[config.mk]
export PLATFORM = sky130hd
export DESIGN_NAME = multicycle_control_unit
export DESIGN_NICKNAME = d
export VERILOG_FILES = /design/src/rtl/mc_ctrl_pkg.sv /design/src/rtl/mc_opcode_decode.sv /design/src/rtl/multicycle_control_unit.sv
export SDC_FILE = /design/constraint.sdc
export NUM_CORES = 1
export LEC_CHECK = 0
export ABC_AREA = 1
export BUFFER_PORTS_ARGS = -buffer_cell sky130_fd_sc_hd__buf_4
export CAP_MARGIN = 20
export CORE_MARGIN = 2
export CORE_UTILIZATION = 40
export DETAILED_ROUTE_END_ITERATION = 10
export PLACE_DENSITY = 0.73
export SLEW_MARGIN = 25
export SYNTH_ARGS = -nofsm -noshare
export SYNTH_HDL_FRONTEND = slang
export SYNTH_SLANG_ARGS = --single-unit
[constraint.sdc]
create_clock -name clk -period 1.3 [get_ports clk]
set_clock_uncertainty 0.05 [all_clocks]
set_input_delay 0 -clock clk [delete_from_list [all_inputs] [get_ports clk]]
set_output_delay 0 -clock clk [all_outputs]
set_load 0.1 [all_outputs]
[src/rtl/mc_ctrl_pkg.sv]
// mc_ctrl_pkg: shared states, opcodes and mux select codes for the multi-cycle control unit
package mc_ctrl_pkg;

    typedef enum logic [3:0] {
        S_RESET,
        S_FETCH,
        S_DECODE,
        S_MEM_ADDR,
        S_MEM_RD,
        S_MEM_WB,
        S_MEM_WR,
        S_EXEC_R,
        S_R_WB,
        S_EXEC_I,
        S_I_WB,
        S_BRANCH,
        S_JUMP,
        S_TRAP
    } state_t;

    localparam logic [5:0] OP_RTYPE = 6'b000000;
    localparam logic [5:0] OP_LW    = 6'b100011;
    localparam logic [5:0] OP_SW    = 6'b101011;
    localparam logic [5:0] OP_ADDI  = 6'b001000;
    localparam logic [5:0] OP_BEQ   = 6'b000100;
    localparam logic [5:0] OP_J     = 6'b000010;

    localparam logic [2:0] ALU_ADD   = 3'd0;
    localparam logic [2:0] ALU_SUB   = 3'd1;
    localparam logic [2:0] ALU_FUNCT = 3'd2;

    localparam logic [1:0] SRCB_RT     = 2'd0;
    localparam logic [1:0] SRCB_FOUR   = 2'd1;
    localparam logic [1:0] SRCB_IMM    = 2'd2;
    localparam logic [1:0] SRCB_IMM_SH = 2'd3;

    localparam logic [1:0] PCSRC_ALU    = 2'd0;
    localparam logic [1:0] PCSRC_ALUOUT = 2'd1;
    localparam logic [1:0] PCSRC_JUMP   = 2'd2;

endpackage

[src/rtl/mc_opcode_decode.sv]
// mc_opcode_decode: maps the opcode to one-hot instruction-class flags plus an illegal flag
module mc_opcode_decode
    import mc_ctrl_pkg::*;
#(
    parameter int OP_W = 6
) (
    input  logic [OP_W-1:0] op,
    output logic            is_rtype,
    output logic            is_lw,
    output logic            is_sw,
    output logic            is_addi,
    output logic            is_beq,
    output logic            is_j,
    output logic            illegal
);

    // compare against each supported opcode; anything unmatched is illegal
    always_comb begin
        is_rtype = op == OP_W'(OP_RTYPE);
        is_lw    = op == OP_W'(OP_LW);
        is_sw    = op == OP_W'(OP_SW);
        is_addi  = op == OP_W'(OP_ADDI);
        is_beq   = op == OP_W'(OP_BEQ);
        is_j     = op == OP_W'(OP_J);
        illegal  = !(is_rtype || is_lw || is_sw || is_addi || is_beq || is_j);
    end

endmodule

[src/rtl/multicycle_control_unit.sv]
// multicycle_control_unit: registered FSM sequencing each instruction over 3-5 cycles with memory handshake
module multicycle_control_unit
    import mc_ctrl_pkg::*;
#(
    parameter int OP_W    = 6,
    parameter int ALUOP_W = 3
) (
    input  logic               clk,
    input  logic               rst_n,
    input  logic [OP_W-1:0]    op,
    input  logic               mem_ready,
    output logic               MemRead,
    output logic               MemToWrite,
    output logic               IorD,
    output logic               IRWrite,
    output logic               PCWrite,
    output logic               PCWriteCond,
    output logic [1:0]         PCSource,
    output logic               ALUSrcA,
    output logic [1:0]         ALUSrcB,
    output logic [ALUOP_W-1:0] ALUOp,
    output logic               RegDst,
    output logic               MemToReg,
    output logic               RegWrite,
    output logic               instr_done,
    output logic               illegal_op
);

    state_t     state_q, state_d;
    logic       is_sw_q, is_sw_d;
    logic [2:0] alu_op;
    logic       d_rtype, d_lw, d_sw, d_addi, d_beq, d_j, d_illegal;

    mc_opcode_decode #(.OP_W(OP_W)) u_dec (
        .op       (op),
        .is_rtype (d_rtype),
        .is_lw    (d_lw),
        .is_sw    (d_sw),
        .is_addi  (d_addi),
        .is_beq   (d_beq),
        .is_j     (d_j),
        .illegal  (d_illegal)
    );

    assign ALUOp = ALUOP_W'(alu_op);

    // state register and the lw/sw choice latched in DECODE
    always_ff @(posedge clk or negedge rst_n) begin
        if (!rst_n) begin
            state_q <= S_RESET;
            is_sw_q <= 1'b0;
        end else begin
            state_q <= state_d;
            is_sw_q <= is_sw_d;
        end
    end

    // next-state and Moore/handshake outputs; everything defaults to 0
    always_comb begin
        state_d     = state_q;
        is_sw_d     = is_sw_q;
        MemRead     = 1'b0;
        MemToWrite  = 1'b0;
        IorD        = 1'b0;
        IRWrite     = 1'b0;
        PCWrite     = 1'b0;
        PCWriteCond = 1'b0;
        PCSource    = PCSRC_ALU;
        ALUSrcA     = 1'b0;
        ALUSrcB     = SRCB_RT;
        alu_op      = ALU_ADD;
        RegDst      = 1'b0;
        MemToReg    = 1'b0;
        RegWrite    = 1'b0;
        instr_done  = 1'b0;
        illegal_op  = 1'b0;
        case (state_q)
            S_RESET: state_d = S_FETCH;
            S_FETCH: begin
                MemRead = 1'b1;
                ALUSrcB = SRCB_FOUR;
                IRWrite = mem_ready;
                PCWrite = mem_ready;
                state_d = mem_ready ? S_DECODE : S_FETCH;
            end
            S_DECODE: begin
                ALUSrcB = SRCB_IMM_SH;
                is_sw_d = d_sw;
                state_d = d_rtype        ? S_EXEC_R   :
                          (d_lw || d_sw) ? S_MEM_ADDR :
                          d_addi         ? S_EXEC_I   :
                          d_beq          ? S_BRANCH   :
                          d_j            ? S_JUMP     : S_TRAP;
            end
            S_MEM_ADDR: begin
                ALUSrcA = 1'b1;
                ALUSrcB = SRCB_IMM;
                state_d = is_sw_q ? S_MEM_WR : S_MEM_RD;
            end
            S_MEM_RD: begin
                MemRead = 1'b1;
                IorD    = 1'b1;
                state_d = mem_ready ? S_MEM_WB : S_MEM_RD;
            end
            S_MEM_WB: begin
                RegWrite   = 1'b1;
                MemToReg   = 1'b1;
                instr_done = 1'b1;
                state_d    = S_FETCH;
            end
            S_MEM_WR: begin
                MemToWrite = 1'b1;
                IorD       = 1'b1;
                instr_done = mem_ready;
                state_d    = mem_ready ? S_FETCH : S_MEM_WR;
            end
            S_EXEC_R: begin
                ALUSrcA = 1'b1;
                alu_op  = ALU_FUNCT;
                state_d = S_R_WB;
            end
            S_R_WB: begin
                RegWrite   = 1'b1;
                RegDst     = 1'b1;
                instr_done = 1'b1;
                state_d    = S_FETCH;
            end
            S_EXEC_I: begin
                ALUSrcA = 1'b1;
                ALUSrcB = SRCB_IMM;
                state_d = S_I_WB;
            end
            S_I_WB: begin
                RegWrite   = 1'b1;
                instr_done = 1'b1;
                state_d    = S_FETCH;
            end
            S_BRANCH: begin
                ALUSrcA     = 1'b1;
                alu_op      = ALU_SUB;
                PCWriteCond = 1'b1;
                PCSource    = PCSRC_ALUOUT;
                instr_done  = 1'b1;
                state_d     = S_FETCH;
            end
            S_JUMP: begin
                PCWrite    = 1'b1;
                PCSource   = PCSRC_JUMP;
                instr_done = 1'b1;
                state_d    = S_FETCH;
            end
            S_TRAP: illegal_op = 1'b1;
            default: state_d = S_RESET;
        endcase
    end

endmodule
==> results.cfg, run 1 <==
[synth]
synth_top_cell_by_area = dfrtp_1
synth.cells.most_frequent = nand2_1 (21), inv_1 (15), nor2_1 (15)
number_of_flops_mapped_to_enable_cells_by_yosys = 0
synth_top_cells_by_area = dfrtp_1 (21%), nand2_1 (14%), inv_1 (9.7%), nor2_1 (9.7%), nand3_1 (8.6%)
synth.net_count = 109
synth-seq-area-share_pct = 21.5
synthCells = 100
yosys_warnings = 0
synthArstFlopShare_pct = 100
synth_area_per_cell_um2 = 5.83
cell_with_the_most_instances_after_synthesis = nand2_1
netlist-cell-type-count = 20
netlist_area_um2 = 583
dominantRegCellSynth = dfrtp_1
portion_of_synthesized_cell_area_occupied_by_the_leading_cell_type_pct = 21.5
synth.ff_latch_count = 5

[clocking]
post_cts_resize_count = 58
clock_tree.root_cell = clkbuf_4
cts_setup_buffers = 5
tritoncts.num_buffers = 3
cts_hold_buf = 2
cts_buffer_depth = 2
cts_num_sinks = 5
clock_tree.htree_level_count = 1

[placed_design]
number_of_cells_in_the_design_after_placement = 158
finalWeightedCongestion = 0.811
place.port_buffers = 26
dp.final_hpwl_mm = 1.48

[run_status]
haltStage = 4_1_cts
outcome = stopped before the end
error_line = [ERROR DPL-0038] Utilization greater than 100%, impossible to legalize

[floorplan]
fp.dieH_um = 42.2
die_width_um = 42.2
placement_rows = 13
start_util_pct = 43.7
ioPinCount = 28
through the flow:
step	utilization, %	area [um2]	TNS (ns)	setup WS [ns]
floorplan	-	727	-3.18	-0.387
global placement	78.9	1050	-0.153	-0.0664
detailed placement	78.9	1050	-0.443	-0.0897
logic make-up after synthesis:
group | count (synthesis) | share of synthesized area, %
DFF | 5 | 21.5
and+or+nand+nor | 62 | 53.0
AOI/OAI and AO/OA | 7 | 6.22
buffers and inverters | 25 | 18.7
other | 1 | 0.643
==> run 2, diff against run 1 <==
--- a/config.mk
+++ b/config.mk
@@ -8,10 +8,10 @@
 export ABC_AREA = 1
 export BUFFER_PORTS_ARGS = -buffer_cell sky130_fd_sc_hd__buf_4
 export CAP_MARGIN = 20
-export CORE_MARGIN = 2
-export CORE_UTILIZATION = 40
+export CORE_AREA = 2 2 63 65
 export DETAILED_ROUTE_END_ITERATION = 10
-export PLACE_DENSITY = 0.73
+export DIE_AREA = 0 0 65 67
+export PLACE_DENSITY_LB_ADDON = 0.15
 export SLEW_MARGIN = 25
 export SYNTH_ARGS = -nofsm -noshare
 export SYNTH_HDL_FRONTEND = slang
==> run 2 against run 1 <==
Compared with the run above: the flow now finishes, with violations (negative setup slack); synthesized area unchanged; synthesized cell count unchanged.
==> results.cfg, run 2 <==
[synth]
synth.net_count = 109
synth_area_per_cell_um2 = 5.83
synth.ff_latch_count = 5
synth_top_cells_by_area = dfrtp_1 (21%), nand2_1 (14%), inv_1 (9.7%), nor2_1 (9.7%), nand3_1 (8.6%)
synth.cells.most_frequent = nand2_1 (21), inv_1 (15), nor2_1 (15)
portion_of_synthesized_cell_area_occupied_by_the_leading_cell_type_pct = 21.5
netlist-cell-type-count = 20
synth-seq-area-share_pct = 21.5
synthCells = 100
number_of_flops_mapped_to_enable_cells_by_yosys = 0
dominantRegCellSynth = dfrtp_1
synthArstFlopShare_pct = 100
yosys_warnings = 0
cell_with_the_most_instances_after_synthesis = nand2_1
netlist_area_um2 = 583
synth_top_cell_by_area = dfrtp_1

[worst_setup_path]
path_buf_inv = 5
worstSetupStartpointType = flop
crit_chain = inv_4, nor2_4, nand2_2, buf_6, inv_6, a21oi_4, clkinvlp_4, buf_12
critPathMaxStageDelay_ns = 0.46
cpLargestDelayFamily = buffers and inverters
cp.required_ns = 1.25
crit_type = flop to primary output
critical_path.max_fanout = 5
kind_of_end_point_of_the_critical_path = primary output
crit_arrival_ns = 1.46
cp_slowest_cell = dfrtp_2

[clocking]
cts_buffer_depth = 2
cts_tree = built
tritoncts.num_buffers = 3
clock_tree.htree_level_count = 1
clock_transition_at_the_registers_of_the_reported_paths_ns = 0.04
cts_num_sinks = 5
clock_tree.root_cell = clkbuf_8
insertion_delay_ns = 0.22

[detailed_routing]
first_pass_iters = 4
vias = 800
postRouteAntennaNets = 0
routed_wire_length_per_instance_um = 9.90
wl_mm = 2.02
average_via_count_per_standard_cell = 3.92
detail_route.drc_violations = 0
initialDrtViolationCount = 11

[sta]
final_max_slew_viol_count = 0
grt_setup_unrepaired = yes
worst_slack_ns = -0.214
finalCritPeriodShare_pct = 116
max_clock_freq_ghz = 0.661
worst_hold_slack_ns = 0.0124
setup_viol = 20
period_minus_slack_ns = 1.51
final_hold_viol_count = 0

[layout]
fillCellCount = 370
layout_commonest_cell = buf_4
reg.largest.list = state_q (4), is_sw_q (1)
regMostFlops = state_q
num_antenna_cells = 0
finish.net_count = 166
number_of_flip_flops_in_the_largest_register = 4
layout-drive-gt1-share_pct = 68.6
most-common-layout-cells = buf_4 (29), buf_12 (15), nand2_1 (13)
synthToLayoutAreaGrowth_pct = 155

[pwr]
vdd_drop_max_mv = 2.39
net-switching-power_w = 0.00230
p_per_area_nw_per_um2 = 2780
sequentialPowerShare_pct = 8.0
power.leakage_nw = 0.680
swShare_pct = 55.8
p_clk_share_pct = 6.9
pwr-share-comb_pct = 85.1
cell_internal_pwr_w = 0.00182

[grt]
number_of_global_route_vias_before_repair = 823
grt_usage_pct = 10.1
grt_pass1_wl_mm = 3.39
overflow = 0
grt_start_max_net_pins = 7
antenna_found_initial = 0

[run_status]
failed_checks = negative setup slack
outcome = finished, violations left

[job]
max-cap-violations = 0

[floorplan]
placeableCoreArea_um2 = 3610
placement_rows = 22
ioPinCount = 28
die_width_um = 65
fp.dieH_um = 67
start_util_pct = 16.2
die_area_um2 = 4360

[hold_path]
worst_hold_path_type = input port to flop

[placed_design]
placement.setup.worst_slack_ns = -0.0947
dp.final_hpwl_mm = 1.68
place.port_buffers = 26
finalWeightedCongestion = 0.804
-- run 2: through the flow --
step           util [%]  power, W  TNS [ns]  area, um2  instances
3_3_place_gp       31.2   0.00317    -0.941       1120        195
3_5_place_dp       31.2   0.00316    -0.690       1120        195
5_1_grt            41.2   0.00434     -4.36       1490        204
6_report           41.2   0.00413     -2.77       1490        204
2_1_floorplan         -   0.00236     -3.18        727        100
4_1_cts            39.4   0.00406     -2.71       1420        202
-- run 2: worst paths after layout --
path / start / to / slack (ns) / depth (start not counted)
min: op[3] / is_sw_q$_DFFE_PN0P_ / 0.01 / 3
max reg2reg: state_q[3]$_DFFE_PN0N_ / state_q[3]$_DFFE_PN0N_ / -0.08 / 7
max in group asynchronous: rst_n / state_q[3]$_DFFE_PN0N_ / 1.01 / 2
max: state_q[2]$_DFFE_PN0N_ / RegWrite / -0.21 / 8
min in group asynchronous: rst_n / state_q[2]$_DFFE_PN0N_ / 0.07 / 2
min reg2reg: is_sw_q$_DFFE_PN0P_ / is_sw_q$_DFFE_PN0P_ / 0.52 / 2
-- run 2: power by group through the flow --
stage	Sequential [W]	Clock, W	Combinational (W)
after floorplan	0.000296	0	0.00207
after global placement	0.000304	0	0.00287
after detailed placement	0.000306	0	0.00286
after CTS	0.000311	0.000292	0.00346
after global routing	0.000342	0.000307	0.00369
final	0.000329	0.000285	0.00351
-- run 2: cell type report --
| class | count | area (um2) | share of cell area, % |
|---|---|---|---|
| timing repair buffer | 56 | 659 | 44.4 |
| multi-input combinational | 70 | 483 | 32.5 |
| sequential | 5 | 130 | 8.75 |
| inverter | 21 | 109 | 7.32 |
| tap | 48 | 60.1 | 4.04 |
| clock buffer | 4 | 45.0 | 3.03 |
-- run 2: what timing repair did --
item,in CTS,in global routing
hold endpoints to repair,5,0
endpoints found under the setup margin,22,23
setup buffers,2,2
resized for setup,56,14
hold buffers,1,0
gates cloned,0,0
pin swaps,3,4
-- run 2: logic make-up after synthesis --
group | after synthesis | synth area share, %
compound gates | 7 | 6.22
buf+inv | 25 | 18.7
flops | 5 | 21.5
other cells | 1 | 0.643
simple gates | 62 | 53.0
-- run 2: per-layer routing --
metal | part of all wire, % | track usage (%) | vias to the layer above
met5 | 0 | 0 | -
li1 | - | - | 414
met3 | 4.7 | 0.845 | 5
met2 | 52 | 18.4 | 27
met4 | 1.7 | 4.79 | 0
met1 | 41 | 11.7 | 354
-- run 2: worst reg2reg max path, stage by stage (launching register included) --
cell	delay [ns]
dfrtp_2	0.45
inv_2	0.13
nor2_4	0.05
buf_4	0.14
a21oi_4	0.16
buf_6	0.12
buf_4	0.09
nand3_1	0.07
No activity file was read; power rests on OpenSTA's default activity.
==> run 3, diff against run 2 <==
--- a/config.mk
+++ b/config.mk
@@ -11,7 +11,6 @@
 export CORE_AREA = 2 2 63 65
 export DETAILED_ROUTE_END_ITERATION = 10
 export DIE_AREA = 0 0 65 67
-export PLACE_DENSITY_LB_ADDON = 0.15
 export SLEW_MARGIN = 25
 export SYNTH_ARGS = -nofsm -noshare
 export SYNTH_HDL_FRONTEND = slang
==> run 3 against run 2 <==
Compared with the run above: the flow still finishes with violations (negative setup slack); sequential share of layout area down 0.40 points; utilization up 2.0 points; global-route usage up 0.61 points; count of clock-buffer cells in the layout unchanged; maximum frequency down 1.7%; die area unchanged; setup slack worse by 0.026 ns; non-clock buffer count up 7; largest power group unchanged; largest cell class unchanged; via count up 4.5%.
==> results.cfg, run 3 (synthesis results as in run 2) <==
[run_status]
outcome = finished, violations left
failed_checks = negative setup slack

[sta]
grt_setup_unrepaired = yes
period_minus_slack_ns = 1.54
worst_slack_ns = -0.240
final_hold_viol_count = 0
sum_of_negative_setup_slack_ns = -3.18
max_clock_freq_ghz = 0.649
final_max_slew_viol_count = 0
setup_viol = 22
finalCritPeriodShare_pct = 118

[layout]
number_of_flip_flops_in_the_largest_register = 4
reg.largest.list = state_q (4), is_sw_q (1)
layout-drive-gt1-share_pct = 69.3
finish.net_count = 173
fillCellCount = 357
num_antenna_cells = 0
final_util_pct = 43.2
multiInputGateArea_um2 = 500
most-common-layout-cells = buf_4 (38), buf_12 (16), nand2_1 (13)
synthToLayoutAreaGrowth_pct = 167
layout_commonest_cell = buf_4
final-instance-count-excl-fill = 211
area.sequential_um2 = 130
regMostFlops = state_q

[clocking]
clock_tree.root_cell = clkbuf_8
cts_num_sinks = 5
clock_tree.htree_level_count = 1
insertion_delay_ns = 0.22
clock_transition_at_the_registers_of_the_reported_paths_ns = 0.04
cts_tree = built
cts_buffer_depth = 2
tritoncts.num_buffers = 3

[worst_setup_path]
cpLargestDelayFamily = flip-flops
rrSetupSlack_ns = -0.16
worstSetupStartpointType = flop
cp.required_ns = 1.25
critical_path.startpoint = state_q[1]$_DFFE_PN0N_
critPathMaxStageDelay_ns = 0.48
destination_of_the_worst_register_to_register_timing_path = state_q[0]$_DFFE_PN0N_
path_buf_inv = 3
critical_path.max_fanout = 5
rr_worst_depth = 8
crit_chain = inv_4, nor2_1, nand3_1, nand2_4, nor2_4, clkinvlp_4, buf_12
kind_of_end_point_of_the_critical_path = primary output
crit_type = flop to primary output
reg_to_reg_startpoint = state_q[1]$_DFFE_PN0N_
crit_arrival_ns = 1.49
cp_slowest_cell = dfrtp_2

[floorplan]
die_area_um2 = 4360
placement_rows = 22
start_util_pct = 16.2
placeableCoreArea_um2 = 3610
fp.dieH_um = 67
die_width_um = 65
ioPinCount = 28

[pwr]
total_design_power_w = 0.00431
p_per_area_nw_per_um2 = 2770
vdd_drop_max_mv = 1.14
power.leakage_nw = 0.722

[detailed_routing]
postRouteAntennaNets = 0
wl_mm = 2.22
detail_route.drc_violations = 0
routed_wire_length_per_instance_um = 10.5
average_via_count_per_standard_cell = 3.96
first_pass_iters = 4
vias = 836
initialDrtViolationCount = 19

[grt]
grt_start_max_net_pins = 7
antenna_found_initial = 0
overflow = 0
grt_usage_pct = 10.7
number_of_global_route_vias_before_repair = 839
grt_pass1_wl_mm = 3.54

[job]
max-cap-violations = 0

[placed_design]
place.port_buffers = 26
finalWeightedCongestion = 0.837
dp.final_hpwl_mm = 1.51
number_of_cells_in_the_design_after_placement = 192

[hold_path]
worstHoldEndpoint = is_sw_q$_DFFE_PN0P_
hold_start = op[3]
worst_hold_path_type = input port to flop
min_delay_path_depth = 3
-- run 3: cell count changes in the layout (fill, tap and decap cells not counted), sizes merged --
cell,delta
buf,+7
-- run 3: layout make-up --
cell class                 instances  share of cell area, %
clock buffer                       4                   2.89
inverter                          21                   7.47
multi-input combinational         70                   32.1
sequential                         5                   8.35
tap                               48                   3.86
timing repair buffer              63                   45.3
-- run 3: per-layer routing --
metal	wire length (um)	global-route usage (%)	vias up
li1	-	-	432
met1	886	12.4	372
met2	1200	18.7	28
met3	104	2.20	4
met4	29	5.05	0
met5	0	0	-
-- run 3: worst max-delay path by stage --
| stage | endpoint | slack [ns] | depth (start not counted) |
|---|---|---|---|
| after floorplan | ALUSrcA | -0.39 | 6 |
| after global placement | instr_done | -0.10 | 8 |
| after detailed placement | instr_done | -0.11 | 8 |
| after CTS | instr_done | -0.20 | 8 |
| after global routing | instr_done | -0.30 | 7 |
| final | instr_done | -0.24 | 7 |
-- run 3: power by group --
group          switching, W  internal [W]
sequential         0.000113      0.000230
combinational       0.00220       0.00149
clock             0.0000742      0.000210
-- run 3: worst register-to-register path, delay by kind of cell (launching register included) --
| kind | cells | cell delay [ns] |
|---|---|---|
| buffers and inverters | 3 | 0.32 |
| flip-flops | 1 | 0.48 |
| AND/OR/NAND/NOR | 5 | 0.47 |
-- run 3: what timing repair did --
item | in CTS | in global routing
hold endpoints to repair | 5 | 0
setup endpoints to repair | 22 | 23
hold buffers | 1 | 0
gates resized for setup | 67 | 10
setup buffers | 10 | 4
pin swaps | 7 | 7
-- run 3: metrics by stage --
stage / hold WS [ns] / worst slack, ns / instance area (um2)
after floorplan: -0.346 / -0.387 / 727
after global placement: -0.245 / -0.100 / 1090
after detailed placement: -0.243 / -0.109 / 1090
after CTS: 0.00391 / -0.197 / 1490
after global routing: 0.0171 / -0.305 / 1560
final: 0.00812 / -0.240 / 1560
